## config.mk

```make
export PLATFORM = sky130hd
export DESIGN_NAME = pipe_stage_reg
export DESIGN_NICKNAME = d
export VERILOG_FILES = /design/src/rtl/pipe_stage_reg.sv
export SDC_FILE = /design/constraint.sdc
export NUM_CORES = 1
export LEC_CHECK = 0
export CAP_MARGIN = 25
export CORE_MARGIN = 4
export CORE_UTILIZATION = 50
export CTS_CLUSTER_DIAMETER = 100
export CTS_CLUSTER_SIZE = 14
export DETAILED_ROUTE_END_ITERATION = 12
export GPL_TIMING_DRIVEN = 1
export PLACE_DENSITY = 0.89
export SETUP_SLACK_MARGIN = 0.4
export SYNTH_ARGS = -nofsm -noshare
export SYNTH_HDL_FRONTEND = slang
export SYNTH_SLANG_ARGS = --single-unit
```

## constraint.sdc

```tcl
create_clock -name clk -period 11.75 [get_ports clk]
set_clock_uncertainty 0.1 [all_clocks]
set_input_delay 1.175 -clock clk [delete_from_list [all_inputs] [get_ports clk]]
set_output_delay 1.175 -clock clk [all_outputs]
set_load 0.03 [all_outputs]
```

## src/rtl/pipe_stage_reg.sv

```systemverilog
// Generic inter-stage pipeline register: valid/ready handshake, optional 2-entry skid,
// flush-driven bubble insertion and a saturating stall counter.
module pipe_stage_reg #(
  parameter int DATA_W   = 147,
  parameter int CTRL_W   = 7,
  parameter int SKID     = 1,
  parameter int NEG_EDGE = 1,
  parameter int CNT_W    = 16
) (
  input  logic              clk,
  input  logic              rst,
  input  logic              flush,
  input  logic              in_valid,
  output logic              in_ready,
  input  logic [CTRL_W-1:0] in_ctrl,
  input  logic [DATA_W-1:0] in_data,
  output logic              out_valid,
  input  logic              out_ready,
  output logic [CTRL_W-1:0] out_ctrl,
  output logic [DATA_W-1:0] out_data,
  output logic [CNT_W-1:0]  stall_cnt
);

  logic              clk_act;
  logic              m_vld_q, m_vld_d, s_vld_q, s_vld_d;
  logic [CTRL_W-1:0] m_ctrl_q, m_ctrl_d, s_ctrl_q, s_ctrl_d;
  logic [DATA_W-1:0] m_data_q, m_data_d, s_data_q, s_data_d;
  logic [CNT_W-1:0]  cnt_q, cnt_d;
  logic              accept, drain;

  assign clk_act = (NEG_EDGE != 0) ? ~clk : clk;

  assign in_ready  = (SKID != 0) ? ~s_vld_q : (~m_vld_q | out_ready);
  assign out_valid = m_vld_q;
  // Bubbles must never carry live write enables downstream.
  assign out_ctrl  = m_vld_q ? m_ctrl_q : '0;
  assign out_data  = m_data_q;
  assign stall_cnt = cnt_q;

  assign accept = in_valid & in_ready;
  assign drain  = m_vld_q & out_ready;

  always_comb begin
    m_vld_d  = m_vld_q;
    m_ctrl_d = m_ctrl_q;
    m_data_d = m_data_q;
    s_vld_d  = s_vld_q;
    s_ctrl_d = s_ctrl_q;
    s_data_d = s_data_q;
    cnt_d    = cnt_q;

    if (flush) begin
      m_vld_d = 1'b0;
      s_vld_d = 1'b0;
    end else if (SKID != 0) begin
      if (!m_vld_q || (drain && !s_vld_q)) begin
        m_vld_d = accept;
        if (accept) begin
          m_ctrl_d = in_ctrl;
          m_data_d = in_data;
        end
      end else if (drain) begin
        // Skid full implies in_ready=0, so only the promotion happens here.
        m_ctrl_d = s_ctrl_q;
        m_data_d = s_data_q;
        s_vld_d  = 1'b0;
      end else if (accept) begin
        s_vld_d  = 1'b1;
        s_ctrl_d = in_ctrl;
        s_data_d = in_data;
      end
    end else begin
      if (accept) begin
        m_vld_d  = 1'b1;
        m_ctrl_d = in_ctrl;
        m_data_d = in_data;
      end else if (drain) begin
        m_vld_d = 1'b0;
      end
    end

    if (m_vld_q && !out_ready && !flush && (cnt_q != {CNT_W{1'b1}})) begin
      cnt_d = cnt_q + 1'b1;
    end
  end

  always_ff @(posedge clk_act or posedge rst) begin
    if (rst) begin
      m_vld_q  <= 1'b0;
      m_ctrl_q <= '0;
      m_data_q <= '0;
      s_vld_q  <= 1'b0;
      s_ctrl_q <= '0;
      s_data_q <= '0;
      cnt_q    <= '0;
    end else begin
      m_vld_q  <= m_vld_d;
      m_ctrl_q <= m_ctrl_d;
      m_data_q <= m_data_d;
      s_vld_q  <= s_vld_d;
      s_ctrl_q <= s_ctrl_d;
      s_data_q <= s_data_d;
      cnt_q    <= cnt_d;
    end
  end

endmodule

```

==> results.md <==
- CTS tree: done
- Max Slew Vio Count: 0
- Root Buffer: clkbuf_16
- Area grow syn2layout: 31.1%
- Clock transition at path regs: 0.05 ns
- Unique masters post-synth: 36
- Yosys reg bits: 326
- Crit path required time: 10.48 ns
- Number of synthesized flops with an enable pin: 0
- Vias in the first global route: between 9k and 10k
- Chip Height: between 150 and 200 microns
- CP max FO: 14
- Clock sink count: 326
- Setup crit end kind: output pin
- Power consumption: 3.28 mW
- Count of yosys warnings during synthesis: 0
- Clk buf depth: 3
- Critical path's slowest cell: dfrtn_1
- Depth of the CTS H-tree: 1
- I/O pin total: about 330
- Hold_buf cts: 0
- Max-cap violations: 0
- Postcts setup bufs: 0
- Leak: 8.41 nW
- VDD IR-drop max: 0.125 mV
- # port buffers: 330
- DR pass1 iterations: 5
- Startpoint Class: register
- Drc violations: 0
- Outcome: finished clean
- Via/cell ratio: 5.45
- Post-Syn Area per Cell: 12.6 sq um
- Die Area: around 0.030 sq mm
- Nets: around 1.5k
- Area contributors post-synth: dfrtn_1 (60%), mux2i_1 (11%), mux2_2 (7.8%)
- Hold Path Class: register to register
- RePlAce Congestion: just over 0.8
- Slew margin rel.: 0.316
- Yosys top cell area share: 0.598
- DIE WIDTH: around 170 microns
- Share of post-route cells with drive strength above 1: 0.102
- Worst R2R Path Depth: 4
- Synth Instances: 1081
- Antenna violations before repair: 0
- Crit path DAT: ~8 ns
- DRT iter0 DRCs: 580
- Total track usage: 0.210
- Post-cts sizing count: 0
- Hold path cells: 1
- Core Footprint: 0.0269 sq mm
- Synthesized cell area: between 0.01 and 0.015 sq mm
- Clk_lat worst skew: approximately 0.53 ns
- Ys async rst share: 1.00
- GR Overflow Total: 0
- DRT Wirelength: 32.3 mm
- Post-route insts no fill: 1719
- Setup TNS Final: 0 ns
- First-pass GRT wire length: 52.6 mm
- Largest net degree at the start of global routing: 185
- N_diodes: 0
- Ys flop type: dfrtn_1
- CP cell instances: and2_1, clkdlybuf4s50_1
- Unrepaired setup endpoints after global routing: false
- Final Hold Vio Count: 0
- Syn Nets: between 1k and 1.5k
- Fill cells: 1885
- CP peak stage delay: 0.77 ns
- Sequential cell area: 0.00816 sq mm
- Final ANT Viol Nets: 0
- Hold Slack: 0.336 ns
- DP Cell Count: 1691
- Hpwl dp: 21.3 mm
- Worst Setup Path Type: register to output pin
- Via count: between 9k and 10k
- Pwr per Cell Area: approximately 180 mW/mm^2
- Starting Density: 0.508
- Setup Viol. Count Final: 0
- Row count: 60
- Detailed-route wire length per cell: 18.8 microns
- Post-synthesis sequential area ratio: 0.598
- Inserted Clock Buffers: 27
- Yosys top cell by area: dfrtn_1
- Slew @ Worst Pin: just over 1 ns
- Multi-input combinational cell area: 0.00515 sq mm
worst paths after layout:
kind                                      end     startpoint  slack [ns]
worst max-delay path              out_ctrl[6]      out_valid        2.36
worst min-delay path            s_data_q[124]  s_data_q[124]        0.34
worst max register to register   out_data[56]      out_valid        8.96
worst min register to register  s_data_q[124]  s_data_q[124]        0.34
max in group asynchronous        out_data[95]            rst        3.75
min in group asynchronous       out_data[144]            rst        6.91
critical path, delay by kind of cell, from the launching register on:
family        cells  cell delay (ns)
simple gates      1             0.22
buf+inv           1             0.73
flops             1             0.77
logic make-up after synthesis:
group                      after synthesis  share of synthesized area
adders and majority gates                1                   0.000917
and+or+nand+nor                        198                     0.0634
muxes                                  310                      0.242
DFF                                    326                      0.598
AOI/OAI and AO/OA                      161                     0.0595
buffers and inverters                   72                     0.0281
xor gates and xnor gates                13                    0.00834
cell usage after synthesis, types with 2 or more instances:
cell type and instances:
dfrtn_1 326, a21oi_1 156, nor2_1 156, mux2i_1 154, mux2_2 95, mux2_1 60, buf_2 51, xor2_1 13
clkbuf_1 8, and2_1 7, nand2_1 7, nor3_1 7, buf_6 6, nand4_1 5, buf_1 3, inv_1 3
nand3_1 3, and3_1 2, o21ai_0 2
layer usage:
metal	up-vias	global-route usage	wire (microns)
met2	269	0.359	15900
met1	4685	0.261	13300
met3	64	0.0592	2120
li1	4356	-	-
met5	-	0	0
met4	0	0.0639	1030
report_power, final:
part           total [mW]  internal [mW]  switching (mW)
registers            1.57           1.41           0.155
clock network       0.784          0.406           0.379
logic               0.924          0.433           0.492
area by class of cell:
class / count / share of cell area
multi-input cells: 683 / 0.288
clock buffers: 27 / 0.0378
inverters: 3 / 0.000840
well taps: 341 / 0.0239
repair buffers: 338 / 0.193
clock inverters: 1 / 0.000630
flip-flops and latches: 326 / 0.456
flip-flops by register name (all words and copies together), names as in the netlist:
signal / flops
out_data: 147
s_data_q: 147
s_vld_q: 1
m_ctrl_q: 7
stall_cnt: 16
s_ctrl_q: 7
out_valid: 1
metrics by stage:
step           setup WS (ns)  area [sq um]  utilization
5_1_grt                 2.25         17900        0.665
6_report                2.36         17900        0.665
2_1_floorplan          0.419         13700            -
3_3_place_gp            2.28         17200        0.640
4_1_cts                 2.32         17900        0.665
3_5_place_dp            2.15         17200        0.640
layout by cell type (no fill, tap or decap), drive strengths merged:
cell	count
mux2i	154
a211oi	1
and4	1
clkinvlp	1
nand2b	1
nor3b	2
clkbuf	27
buf	8
nor2b	1
nor4	2
and2	7
dfrtn	326
a21oi	156
inv	3
ha	1
nand3	3
and3b	1
o21ai	3
mux2	156
nor4b	2
nand2	7
nor3	7
nand4	6
nor2	156
clkdlybuf4s50	330
a221oi	1
and3	2
xor2	13
Note: power is estimated with default switching activity, not from simulation.
